`config.mk`:
```
export PLATFORM = sky130hd
export DESIGN_NAME = card_deck_shuffler
export DESIGN_NICKNAME = d
export VERILOG_FILES = /design/src/rtl/card_deck_shuffler.sv
export SDC_FILE = /design/constraint.sdc
export NUM_CORES = 1
export LEC_CHECK = 0
export ABC_AREA = 1
export BUFFER_PORTS_ARGS = -buffer_cell sky130_fd_sc_hd__buf_2
export CAP_MARGIN = 20
export CORE_UTILIZATION = 62
export DETAILED_ROUTE_END_ITERATION = 8
export PLACE_DENSITY = 0.81
export SYNTH_ARGS = -nofsm -noshare
export SYNTH_HDL_FRONTEND = slang
export SYNTH_SLANG_ARGS = --single-unit
export TNS_END_PERCENT = 30
```
`constraint.sdc`:
```
create_clock -name clk -period 3 [get_ports clk]
set_input_delay 0.3 -clock clk [delete_from_list [all_inputs] [get_ports clk]]
set_output_delay 0.3 -clock clk [all_outputs]
set_load 0.005 [all_outputs]
```
`src/rtl/card_deck_shuffler.sv`:
```
// rtl/card_deck_shuffler.sv - LFSR Fisher-Yates deck shuffler streaming pairs into the card regfile
module card_deck_shuffler #(
  parameter int          MAX_CARDS = 12,
  parameter int          ADDR_W    = 5,
  parameter int          BASE_ADDR = 1,
  parameter logic [15:0] LFSR_SEED = 16'hACE1
) (
  input  logic              clk,
  input  logic              rst_n,
  input  logic              start,
  input  logic [4:0]        num_cards,
  input  logic              shuffle_en,
  input  logic              wr_ready,
  output logic              wr_en,
  output logic [ADDR_W-1:0] wr_addr,
  output logic [13:0]       wr_data,
  output logic              busy,
  output logic              done,
  output logic              err
);

  typedef enum logic [1:0] {IDLE, SHUFFLE, WRITE} state_t;

  state_t      state;
  logic [15:0] lfsr;
  logic [4:0]  n;
  logic [3:0]  i;
  logic [3:0]  j;
  logic [3:0]  j_nxt;
  logic [3:0]  mask;
  logic [3:0]  r;
  logic        fb;
  logic        start_ok;
  logic [2:0]  deck [MAX_CARDS];

  function automatic logic [11:0] palette(input logic [2:0] idx);
    case (idx)
      3'd0:    palette = 12'hF00;
      3'd1:    palette = 12'h0F0;
      3'd2:    palette = 12'h00F;
      3'd3:    palette = 12'h0FF;
      3'd4:    palette = 12'hF0F;
      3'd5:    palette = 12'hFF0;
      3'd6:    palette = 12'h0AA;
      default: palette = 12'hFFF;
    endcase
  endfunction

  assign fb    = lfsr[15] ^ lfsr[13] ^ lfsr[12] ^ lfsr[10];
  assign j_nxt = j + 4'd1;

  always_comb begin
    mask = 4'd1;
    if (i >= 4'd8)      mask = 4'd15;
    else if (i >= 4'd4) mask = 4'd7;
    else if (i >= 4'd2) mask = 4'd3;
    r        = lfsr[3:0] & mask;
    start_ok = !num_cards[0] && (num_cards >= 5'd2) && (num_cards <= 5'(MAX_CARDS));
  end

  // Deck storage carries no reset; its contents are rebuilt on every accepted start.
  always_ff @(posedge clk) begin
    if (state == IDLE && start && start_ok) begin
      for (int k = 0; k < MAX_CARDS; k++) deck[k] <= 3'(k >> 1);
    end else if (state == SHUFFLE && r <= i) begin
      deck[i] <= deck[r];
      deck[r] <= deck[i];
    end
  end

  always_ff @(posedge clk or negedge rst_n) begin
    if (!rst_n) begin
      state   <= IDLE;
      lfsr    <= LFSR_SEED;
      n       <= 5'd0;
      i       <= 4'd0;
      j       <= 4'd0;
      wr_en   <= 1'b0;
      wr_addr <= '0;
      wr_data <= 14'd0;
      busy    <= 1'b0;
      done    <= 1'b0;
      err     <= 1'b0;
    end else begin
      lfsr <= {lfsr[14:0], fb};
      done <= 1'b0;
      err  <= 1'b0;
      case (state)
        IDLE: begin
          if (start) begin
            if (start_ok) begin
              n    <= num_cards;
              busy <= 1'b1;
              if (shuffle_en) begin
                state <= SHUFFLE;
                i     <= 4'(num_cards - 5'd1);
              end else begin
                state   <= WRITE;
                j       <= 4'd0;
                wr_en   <= 1'b1;
                wr_addr <= ADDR_W'(BASE_ADDR);
                wr_data <= {palette(3'd0), 2'b01};
              end
            end else begin
              err <= 1'b1;
            end
          end
        end
        SHUFFLE: begin
          if (r <= i) begin
            i <= i - 4'd1;
            // Final draw (i == 1) may swap into slot 0, so forward the post-swap value.
            if (i == 4'd1) begin
              state   <= WRITE;
              j       <= 4'd0;
              wr_en   <= 1'b1;
              wr_addr <= ADDR_W'(BASE_ADDR);
              wr_data <= {palette((r == 4'd0) ? deck[1] : deck[0]), 2'b01};
            end
          end
        end
        WRITE: begin
          if (wr_ready) begin
            if ({1'b0, j} == n - 5'd1) begin
              wr_en <= 1'b0;
              done  <= 1'b1;
              busy  <= 1'b0;
              state <= IDLE;
            end else begin
              j       <= j_nxt;
              wr_addr <= ADDR_W'(BASE_ADDR) + ADDR_W'(j_nxt);
              wr_data <= {palette(deck[j_nxt]), 2'b01};
            end
          end
        end
        default: state <= IDLE;
      endcase
    end
  end

endmodule

```
-- Word level (Yosys, flattened, before mapping)
Memory sizes are Yosys's and may differ from the RTL's.
Cells that the tools add are included.
Widths: inputs -> output; s select.
- flip-flop bits (word level): 54
- memory bits (writable): 36
- input bits: 10
- output and inout bits: 23
- word-level logic and storage cells: 144
- memories kept: 1
- memory list (name ; depth ; bits a word ; read ports ; clocked after memory_dff ; wr ports ; line ; RTL):
    deck ; 12 ; 3 ; 5 ; 0 ; 12 ; 34 ; logic [2:0] deck [MAX_CARDS];
- $add $sub $neg: 5
- order comparisons: 6
- equality and inequality tests: 25
- mux-type cells: 71
- bitwise logic cells: 4
- reductions and logical operators: 21
- operators with widths (kind ; count):
    $pmux 12 s7 ; 2
    $mux 14 ; 7
    $mux 4 ; 14
    $pmux 14 s3 ; 1
    $mux 5 ; 7
    $mux 1 ; 22
    $eq 3x3->1 const B ; 6
    $mux 2 ; 8
    $reduce_and 8->1 ; 2
    $pmux 5 s3 ; 1
    $ne 2x2->1 const B ; 7
    $eq 3x2->1 const B ; 4
    $mux 3 ; 4
    $pmux 4 s3 ; 1
    $reduce_and 5->1 ; 2
    $pmux 4 s2 ; 1
    $sub 4x1->4 const B ; 2
    $eq 3x1->1 const B ; 2
    $logic_not 3->1 ; 2
    $pmux 2 s3 ; 1
    $reduce_and 6->1 ; 1
    $reduce_or 3->1 ; 2
    $add 1x4->5 const A ; 1
    $eq 4x5->1 ; 1
    23 further kinds ; 31

-- Depth between registers and ports, before layout
Gate-level depths: netlist of the first run.
- word-level depth: 12
- mapped depth: 18
- depth with buffers taken out: 17

-- Worst setup path after synthesis of the first run
OpenSTA, ideal clock, no wires.
- path type: reg2reg
- from: reg i[2]
- to: mem deck[12][0] (enable)
- data arrival time: 2.169 ns
- data required time: 2.656 ns
- setup slack: 0.487 ns
- cell stages (with the launch flop): 14
- buffers on the path: 1
- period minus slack after synthesis: 2.513 ns
- cells stage by stage: dfrtp_1 > nor2_2 > buf_6 > a21boi_4 > ha_1 > inv_1 > o21bai_1 > nand2_1 > nand2_1 > nand2_1 > nand3_4 > nor3_1 > nand2_1 > o21ai_0
- RTL lines (element ; line ; RTL):
    from (decl) ; 27 ; logic [3:0] i;
    from (signal assigned) ; 96 ; i <= 4'(num_cards - 5'd1);
    from (signal assigned) ; 111 ; i <= i - 4'd1;
    to (decl) ; 34 ;

==> results.json, run 1 <==
{
  "via_per_inst": 5.97,
  "ff2ff_path_depth": 13,
  "crit_path_start_kind": "register",
  "hp-class": "in -> reg",
  "post_drt_wl_per_cell_um": 18.3,
  "cts_tree": "built",
  "worstSetupPathType": "reg -> reg",
  "clkTransAtPathRegs_ns": 0.09,
  "reg2reg_to": "deck[7][0]",
  "fillers": 841,
  "hold_viol": 0,
  "synth_edf_count": 48,
  "sw_frac_of_total": 0.489,
  "grt_max_degree": 47,
  "drv_slew": 0,
  "insertion_delay_ns": 0.40,
  "drt_iter0_markers": 678,
  "yosys_warnings": 0,
  "synth-seq-cells": 94,
  "yosysMostFrequentCell": "nand2_1",
  "rsz0062_at_grt": "false",
  "post_cts_buffers": 0,
  "die_h_um": 103,
  "syn_avg_cell_area_um2": 7.42,
  "end_kind": "register",
  "finalPower_mw": 6.10,
  "drc_errors": 0,
  "synth_nets": 873,
  "p_int_mw": 3.11,
  "ant_nets": 0,
  "cp-startpoint": "i[2]",
  "seq_area_um2": 2600,
  "cp.required_ns": 3.13,
  "rows": 36,
  "combinationalPowerShare": 0.564,
  "powerDensity_nw_per_um2": 891,
  "grt_pass1_vias": 5562,
  "cts_root_buf": "clkbuf_8",
  "fmax_mhz": 357,
  "drive_gt1_frac": 0.135,
  "synthTopCellsByCount": "nand2_1, nor2_1, o21ai_0, nand3_1, inv_1",
  "grt_overflow": 0,
  "power_frac_seq": 0.285,
  "synth_cell_types": 43,
  "power_frac_clock": 0.151,
  "vdd_drop_max_uv": 590,
  "hpwl_mm": 14.0,
  "multi_input_area_um2": 3150,
  "rr_startpoint": "i[2]",
  "clock_sinks": 94,
  "h-tree-depth": 3,
  "die_w_um": 103,
  "reg2reg_slack_ns": 0.20,
  "worstSetupEndpoint": "deck[7][0]",
  "place_area_um2": 6590,
  "total_leakage_power_nw": 3.15,
  "post-route-min-period_ns": 2.80,
  "cts_made_buffers": 9,
  "synth_top_area_share": 0.230,
  "clock_path_buffers": 2,
  "final-setup-viol-count": 0,
  "antenna_cells": 0,
  "syn_area_um2": 6270,
  "postLayoutCellArea_um2": 6840,
  "syn-instance-count": 845,
  "synth_top_area_cell": "edfxtp_1",
  "fin_crit_sh": 0.934,
  "vias": 6085,
  "status": "finished, final reports clean",
  "p_switching_mw": 2.98,
  "worst_slew_pin_slew_ns": 0.729,
  "io_buffers": 31,
  "routed_wl_mm": 18.7,
  "antenna_found_initial": 0,
  "ys.flop_type": "edfxtp_1",
  "synth_sequential_area_ratio": 0.415,
  "syn2layout_area_growth_pct": 9.14,
  "setup_tns_ns": 0,
  "gp_congestion": 1.01,
  "slew_headroom": 0.513,
  "maxCapViolCount": 0,
  "yosys-top-cells-area": "edfxtp_1, dfrtp_1, nand2_1",
  "first_pass_iters": 6,
  "path_max_fanout": 9,
  "async_flop_share": 0.489,
  "gr-usage-all-layers": 0.383,
  "grt_pass1_wl_mm": 29.5,
  "start_util": 0.641,
  "placeableCoreArea_um2": 9770,
  "io_pins": 33,
  "cp.arrival_ns": 2.93,
  "fin_worst_skew_ns": 0.0130,
  "die_area_um2": 10500,
  "nets": 910
}
[metrics by stage]
stage / utilization / hold WS (ns) / setup slack (ns) / instances
3_3_place_gp: 0.674 / 0.335 / 0.153 / 1002
5_1_grt: 0.700 / 0.153 / 0.00299 / 1020
6_report: 0.700 / 0.152 / 0.198 / 1020
2_1_floorplan: - / 0.00441 / 0.487 / 845
4_1_cts: 0.696 / 0.0828 / 0.156 / 1018
3_5_place_dp: 0.674 / 0.339 / 0.0283 / 1002
[cell type report]
class	count	share of cell area
clock buffers	14	0.0258
flip-flops and latches	94	0.380
repair buffers	63	0.0600
well taps	133	0.0243
multi-input cells	635	0.460
inverters	79	0.0437
clock inverters	2	0.00549
[what timing repair did]
| item | CTS | global route |
|---|---|---|
| setup endpoints to repair | 3 | 20 |
| hold buffers | 0 | 1 |
| endpoints found under the hold margin | 0 | 40 |
| gates resized for setup | 1 | 2 |
[how the worst min path moves through the flow]
stage,startpoint,to,slack [ns],depth (start not counted)
floorplan,rst_n,busy,0.004,0
global placement,lfsr[8],lfsr[9],0.34,0
detailed placement,lfsr[9],lfsr[10],0.34,0
CTS,rst_n,lfsr[12],0.08,1
global route,wr_ready,done,0.15,3
finish,wr_ready,done,0.15,3
[critical path, cell delays in order, from the launching register on]
cell and delay [ns]:
dfrtp_1 0.48, nor2_4 0.25, a21boi_4 0.08, ha_1 0.29, inv_1 0.08, o21bai_1 0.07, nand2_1 0.08, nand2_1 0.07
nand2_1 0.11, nand3_4 0.16, nor2_1 0.36, nand2_1 0.13, a21oi_1 0.26, a21oi_1 0.11
[layer usage]
layer	vias up	track usage	share of wire
li1	2856	-	-
met1	2801	0.506	0.40
met2	365	0.604	0.46
met3	63	0.0719	0.096
met4	0	0.197	0.042
met5	-	0	0
[cell usage in the layout, fill, tap and decap left out, types with 2 or more instances in the layout]
master      n
nor2_8      2
clkbuf_8   10
dfstp_2     8
inv_2       9
nor2_1     86
nor2_4      2
buf_2      31
nand2_1   246
dfrtp_1    38
nand4_2     2
nand3_1    79
nor3_1      3
inv_1      68
xor2_1      8
o211ai_1   10
buf_4      30
nand4_1     8
nor2_2      4
edfxtp_1   48
nand2_2     4
xnor2_1     4
o21ai_1    16
a21oi_1    34
o22ai_1     7
o21ai_0    87
ha_1       18
nand2_4     2
clkbuf_2    2
[sequential cells by signal (all words and copies together) (netlist names)]
register / cells
deck: 48
j: 4
i: 4
lfsr: 16
err: 1
state: 2
busy: 1
done: 1
wr_en: 1
wr_addr: 5
n: 5
wr_data: 6
[kinds of logic (layout without fill, tap and decap cells)]
kind of cell | Yosys count | in the layout | synth area share
buffers and inverters | 116 | 158 | 0.0844
DFF | 94 | 94 | 0.415
AOI/OAI and AO/OA | 160 | 160 | 0.138
other | 1 | 1 | 0.000598
xor gates and xnor gates | 12 | 12 | 0.0168
adders and majority gates | 18 | 18 | 0.0359
and+or+nand+nor | 444 | 444 | 0.310
[power groups by stage]
| stage | combinational, mW | sequential, mW | clock, mW |
|---|---|---|---|
| 3_3_place_gp | 3.24 | 1.74 | 0 |
| 6_report | 3.44 | 1.74 | 0.922 |
| 5_1_grt | 3.77 | 1.76 | 0.971 |
| 4_1_cts | 3.33 | 1.73 | 0.920 |
| 2_1_floorplan | 2.24 | 1.71 | 0 |
| 3_5_place_dp | 3.32 | 1.75 | 0 |
Power figures use the tool's default switching activity.
==> run 2, diff against run 1 <==
--- a/config.mk
+++ b/config.mk
@@ -8,9 +8,9 @@
 export ABC_AREA = 1
 export BUFFER_PORTS_ARGS = -buffer_cell sky130_fd_sc_hd__buf_2
 export CAP_MARGIN = 20
-export CORE_UTILIZATION = 62
+export CORE_UTILIZATION = 52
 export DETAILED_ROUTE_END_ITERATION = 8
-export PLACE_DENSITY = 0.81
+export PLACE_DENSITY = 0.69
 export SYNTH_ARGS = -nofsm -noshare
 export SYNTH_HDL_FRONTEND = slang
 export SYNTH_SLANG_ARGS = --single-unit
==> run 2 against run 1 <==
  * Critical endpoint is now deck[6][0]
  * Clock skew shrank 0.0059 ns
  * Core utilization shrank 9.7 points
  * The flow now finishes with violations (design-rule violations)
  * Clock power grew 24%
  * Highest routed layer unchanged
  * Largest power group unchanged
  * Routed wire length grew 8.2%
==> results.json, run 2 (synthesis results as in run 1) <==
{
  "hold_start": "wr_ready",
  "top_register": "deck",
  "powerDensity_nw_per_um2": 926,
  "crit_path_cell_trace": "nor2_4, a21boi_4, ha_1, inv_1, o21bai_1, nand2_1, nand2_1, nand2_1, nand3_4, nor2_1, buf_4, nand2_1, a21oi_1, a21oi_1",
  "grt_max_degree": 47,
  "violations": "design-rule violations",
  "io_buffers": 31,
  "combinationalPowerShare": 0.555,
  "rsz0062_at_grt": "false",
  "drc_errors": 5,
  "gp_congestion": 0.990,
  "cpPeakStageDelay_ns": 0.48,
  "cts_made_buffers": 9,
  "cts_root_buf": "clkbuf_16",
  "pre_cts_ws_ns": -0.173,
  "crit_path_start_kind": "register",
  "grt_pass1_wl_mm": 32.2,
  "final-setup-viol-count": 0,
  "antenna_cells": 0,
  "holdPathStages": 3,
  "cts_tree": "built",
  "placeableCoreArea_um2": 11600,
  "antenna_found_initial": 0,
  "reg2reg_to": "deck[6][0]",
  "hp-class": "in -> reg",
  "grt_overflow": 0,
  "power_frac_seq": 0.269,
  "path_max_fanout": 9,
  "p_int_mw": 3.27,
  "vias": 6128,
  "maxCapViolCount": 0,
  "clock_path_buffers": 2,
  "insertion_delay_ns": 0.36,
  "die_w_um": 112,
  "ant_nets": 0,
  "via_per_inst": 5.93,
  "rr_startpoint": "i[2]",
  "p_switching_mw": 3.18,
  "hold_viol": 0,
  "clock_sinks": 94,
  "cp.required_ns": 3.10,
  "reg.largest.list": "deck: 48 flops, lfsr: 16 flops, wr_data: 6 flops",
  "rows": 39,
  "drv_slew": 0,
  "cp_common_cell": "nand2_1",
  "critPathBufInv": 2,
  "vdd_drop_max_uv": 420,
  "power_frac_clock": 0.176,
  "fin_ws_ns": 0.166,
  "fin_worst_skew_ns": 0.00703,
  "worstSetupPathType": "reg -> reg",
  "total_leakage_power_nw": 3.22,
  "io_pins": 33,
  "clkTransAtPathRegs_ns": 0.07,
  "finalPower_mw": 6.46,
  "slew_headroom": 0.267,
  "routed_wl_mm": 20.2,
  "post_drt_wl_per_cell_um": 19.6,
  "reg2reg_slack_ns": 0.17,
  "largest_reg_flops": 48,
  "worst_slew_pin_slew_ns": 1.09,
  "mostFrequentLayoutCells": "nand2_1, nor2_1, o21ai_0",
  "die_area_um2": 12500,
  "whs_ns": 0.151,
  "fmax_mhz": 353,
  "path_delay_family": "simple AND/OR/NAND/NOR gates",
  "syn2layout_area_growth_pct": 11.2,
  "fillers": 1059,
  "final_common_cell": "nand2_1",
  "drive_gt1_frac": 0.138,
  "grt_pass1_vias": 5942,
  "ff2ff_path_depth": 14,
  "sw_frac_of_total": 0.493,
  "status": "complete, but fails checks",
  "drt_iter0_markers": 738,
  "h-tree-depth": 3,
  "nets": 913,
  "slowest_stage": "dfrtp_1",
  "gr-usage-all-layers": 0.342,
  "post_cts_buffers": 0,
  "hpwl_mm": 15.0,
  "post-route-min-period_ns": 2.83,
  "first_pass_iters": 9,
  "fin_crit_sh": 0.945,
  "die_h_um": 112,
  "cp.arrival_ns": 2.93,
  "start_util": 0.542,
  "min_to": "done",
  "end_kind": "register"
}
[run 2: what timing repair did]
action | in CTS | in global routing
resized for setup | 1 | 2
hold buffers | 0 | 1
setup endpoints to repair | 24 | 63
endpoints found under the hold margin | 0 | 4
pin swaps | 0 | 1
[run 2: area by class of cell]
cell class                      count  area (um2)  share of cell area
Timing Repair Buffer               66         445              0.0639
Multi-Input combinational cell    635        3150               0.453
Sequential cell                    94        2600               0.373
Tap cell                          143         179              0.0257
Clock buffer                        9         225              0.0323
Clock inverter                      7        63.8             0.00916
Inverter                           79         299              0.0429
[run 2: per-layer routing]
metal / wire length (um) / track usage
met5: 0 / 0
met3: 1870 / 0.0724
met2: 9810 / 0.569
met4: 787 / 0.178
met1: 7780 / 0.418
[run 2: stage by stage]
stage	TNS, ns	utilization	instances	area (um2)
floorplan	0	-	845	6270
global placement	0	0.574	1015	6630
detailed placement	-1.15	0.574	1015	6630
CTS	0	0.599	1031	6930
global route	0	0.603	1033	6970
finish	0	0.603	1033	6970
[run 2: how the worst max path moves through the flow]
| stage | from | to | depth (start not counted) |
|---|---|---|---|
| finish | i[2] | deck[6][0] | 14 |
| global route | i[2] | deck[6][0] | 14 |
| CTS | i[2] | deck[12][2] | 12 |
| detailed placement | i[2] | deck[12][2] | 12 |
| global placement | i[2] | deck[12][0] | 12 |
| floorplan | i[2] | deck[12][0] | 13 |
[run 2: worst register-to-register path: stages, from the launching register on]
cell and delay, ns:
dfrtp_1 0.48, nor2_4 0.28, a21boi_4 0.09, ha_1 0.30, inv_1 0.06, o21bai_1 0.06
nand2_1 0.06, nand2_1 0.06, nand2_1 0.10, nand3_4 0.16, nor2_1 0.29, buf_4 0.19
nand2_1 0.08, a21oi_1 0.25, a21oi_1 0.10
[run 2: power by group through the flow]
stage          Clock, mW  Combinational, mW  Sequential [mW]
3_3_place_gp           0               3.42             1.74
6_report            1.14               3.58             1.74
5_1_grt             1.19               3.91             1.76
2_1_floorplan          0               2.24             1.71
3_5_place_dp           0               3.48             1.75
4_1_cts             1.15               3.50             1.73
==> run 3, diff against run 2 <==
--- a/config.mk
+++ b/config.mk
@@ -10,6 +10,7 @@
 export CAP_MARGIN = 20
 export CORE_UTILIZATION = 52
 export DETAILED_ROUTE_END_ITERATION = 8
+export MAX_ROUTING_LAYER = met4
 export PLACE_DENSITY = 0.69
 export SYNTH_ARGS = -nofsm -noshare
 export SYNTH_HDL_FRONTEND = slang
==> run 3 against run 2 <==
  * The flow still finishes with violations (design-rule violations)
  * Critical path depth stayed put
  * Final cell count about the same
  * Global-route usage rose by 0.11 points
  * Sequential share of layout area fell by 0.096 points
  * Clock power grew 7%
  * Die area unchanged
  * First-iteration DRC count is 29% lower
  * Routed wire length fell by 1.6%
  * Total power up 1.2%
  * Fmax is 1.3% higher
  * Flip-flop and latch count is the same
==> results.json, run 3 (synthesis results as in run 1) <==
{
  "status": "complete, but fails checks",
  "violations": "design-rule violations",
  "rows": 39,
  "worstSetupPathType": "reg -> reg",
  "grtUsageMet3": 0.0729,
  "maxCapViolCount": 0,
  "cts_made_buffers": 9,
  "drive_gt1_frac": 0.139,
  "start_util": 0.542,
  "fmax_mhz": 357,
  "fin_worst_skew_ns": 0.00484,
  "hold_viol": 0,
  "final-setup-viol-count": 0,
  "p_int_mw": 3.40,
  "path_max_fanout": 9,
  "post_drt_wl_per_cell_um": 19.3,
  "vias": 6038,
  "cts_tree": "built",
  "via_per_inst": 5.85,
  "io_pins": 33,
  "fin_cells": 1032,
  "syn2layout_area_growth_pct": 11.5,
  "power_frac_clock": 0.187,
  "gp_congestion": 1.01,
  "grt_max_degree": 47,
  "insertion_delay_ns": 0.35,
  "routed_wl_mm": 19.9,
  "total_leakage_power_nw": 3.23,
  "ant_nets": 0,
  "grt_overflow": 0,
  "grt_pass1_wl_mm": 31.2,
  "cp.arrival_ns": 2.88,
  "antenna_found_initial": 0,
  "fin_crit_sh": 0.932,
  "combinationalPowerShare": 0.549,
  "h-tree-depth": 3,
  "final_common_cell": "nand2_1",
  "slew_headroom": 0.250,
  "gr-usage-all-layers": 0.343,
  "nets": 912,
  "post-route-min-period_ns": 2.80,
  "first_pass_iters": 7,
  "grt_pass1_vias": 5706,
  "grtUsageMet1": 0.410,
  "clock_path_buffers": 2,
  "post_cts_buffers": 0,
  "vdd_drop_max_uv": 511,
  "io_buffers": 31,
  "drv_slew": 0,
  "reg.largest.list": "deck: 48 flops, lfsr: 16 flops, wr_data: 6 flops",
  "top_register": "deck",
  "largest_reg_flops": 48,
  "end_kind": "register",
  "grt_busiest_layer": "met2",
  "powerDensity_nw_per_um2": 934,
  "worst_slew_pin_slew_ns": 1.12,
  "die_h_um": 112,
  "drt_iter0_markers": 524,
  "post-place-cells": 1014,
  "power_frac_seq": 0.263,
  "die_area_um2": 12500,
  "mostFrequentLayoutCells": "nand2_1, nor2_1, o21ai_0",
  "cp.required_ns": 3.08,
  "cpPeakStageDelay_ns": 0.46,
  "drc_errors": 5,
  "critPathBufInv": 3,
  "hp-class": "in -> reg",
  "crit_path_cell_trace": "nor2_4, buf_4, nor2_8, ha_1, nand2_1, inv_1, nand3_1, nand2_1, nand3_4, nor2_1, buf_4, nand2_1, a21oi_1, a21oi_1",
  "die_w_um": 112,
  "cp_common_cell": "nand2_1",
  "cts_root_buf": "clkbuf_16",
  "path_delay_family": "simple AND/OR/NAND/NOR gates",
  "p_switching_mw": 3.13,
  "crit_path_start_kind": "register",
  "finalPower_mw": 6.53,
  "slowest_stage": "dfrtp_2",
  "use_met2": 0.548,
  "rsz0062_at_grt": "false",
  "clkTransAtPathRegs_ns": 0.07,
  "placeableCoreArea_um2": 11600,
  "clock_sinks": 94,
  "antenna_cells": 0,
  "hpwl_mm": 14.8,
  "sw_frac_of_total": 0.479
}
-- run 3: cell types whose count changed in the layout (fill, tap and decap cells not counted), sizes merged --
cell,change
clkinv,-2
clkbuf,+1
buf,-1
bufinv,+1
-- run 3: stage by stage --
step	utilization	setup WS (ns)	cell area, um2	hold slack (ns)	setup TNS (ns)
CTS	0.601	0.0787	6950	0.146	0
finish	0.604	0.203	6990	0.168	0
detailed placement	0.573	-0.162	6630	0.339	-0.697
global placement	0.573	0.0301	6630	0.334	0
global route	0.604	0.0205	6990	0.161	0
floorplan	-	0.487	6270	0.00441	0
-- run 3: tightest hold or removal path, stage by stage --
cell and delay [ns]:
buf_2 0.10, inv_1 0.04, nor2_1 0.04
-- run 3: cell type report --
cell class / instances / area [um2]
inverters: 79 / 299
repair buffers: 65 / 438
well taps: 143 / 179
flip-flops and latches: 94 / 2600
clock buffers: 10 / 250
multi-input cells: 635 / 3160
clock inverters: 6 / 63.8
fillers: 1078 / 4570
-- run 3: power by group through the flow --
stage	logic (mW)	registers [mW]	clock network, mW
detailed placement	3.48	1.74	0
global placement	3.44	1.73	0
global route	3.90	1.75	1.28
CTS	3.50	1.71	1.24
floorplan	2.24	1.71	0
finish	3.59	1.72	1.22
-- run 3: metal layers --
| metal | vias to the layer above | part of all wire |
|---|---|---|
| met2 | 313 | 0.47 |
| met5 | - | 0 |
| met1 | 2802 | 0.39 |
| met3 | 60 | 0.089 |
| met4 | 0 | 0.045 |
| li1 | 2863 | - |
-- run 3: worst paths after layout --
kind	startpoint	to	slack [ns]	cells after the start
hold / removal	wr_ready	done	0.17	3
min in group asynchronous	rst_n	n[3]	0.30	2
max in group asynchronous	rst_n	lfsr[13]	2.20	3
setup / recovery	i[2]	deck[6][0]	0.20	14
setup reg to reg	i[2]	deck[6][0]	0.20	14
hold reg to reg	lfsr[4]	lfsr[5]	0.35	0
-- run 3: what timing repair did --
action                                 4_1_cts  5_1_grt
pin swaps                                    0        1
setup endpoints to repair                   19       45
gates resized for setup                      1        5
endpoints found under the hold margin        0        5
hold buffers                                 0        1
cloned                                       0        0
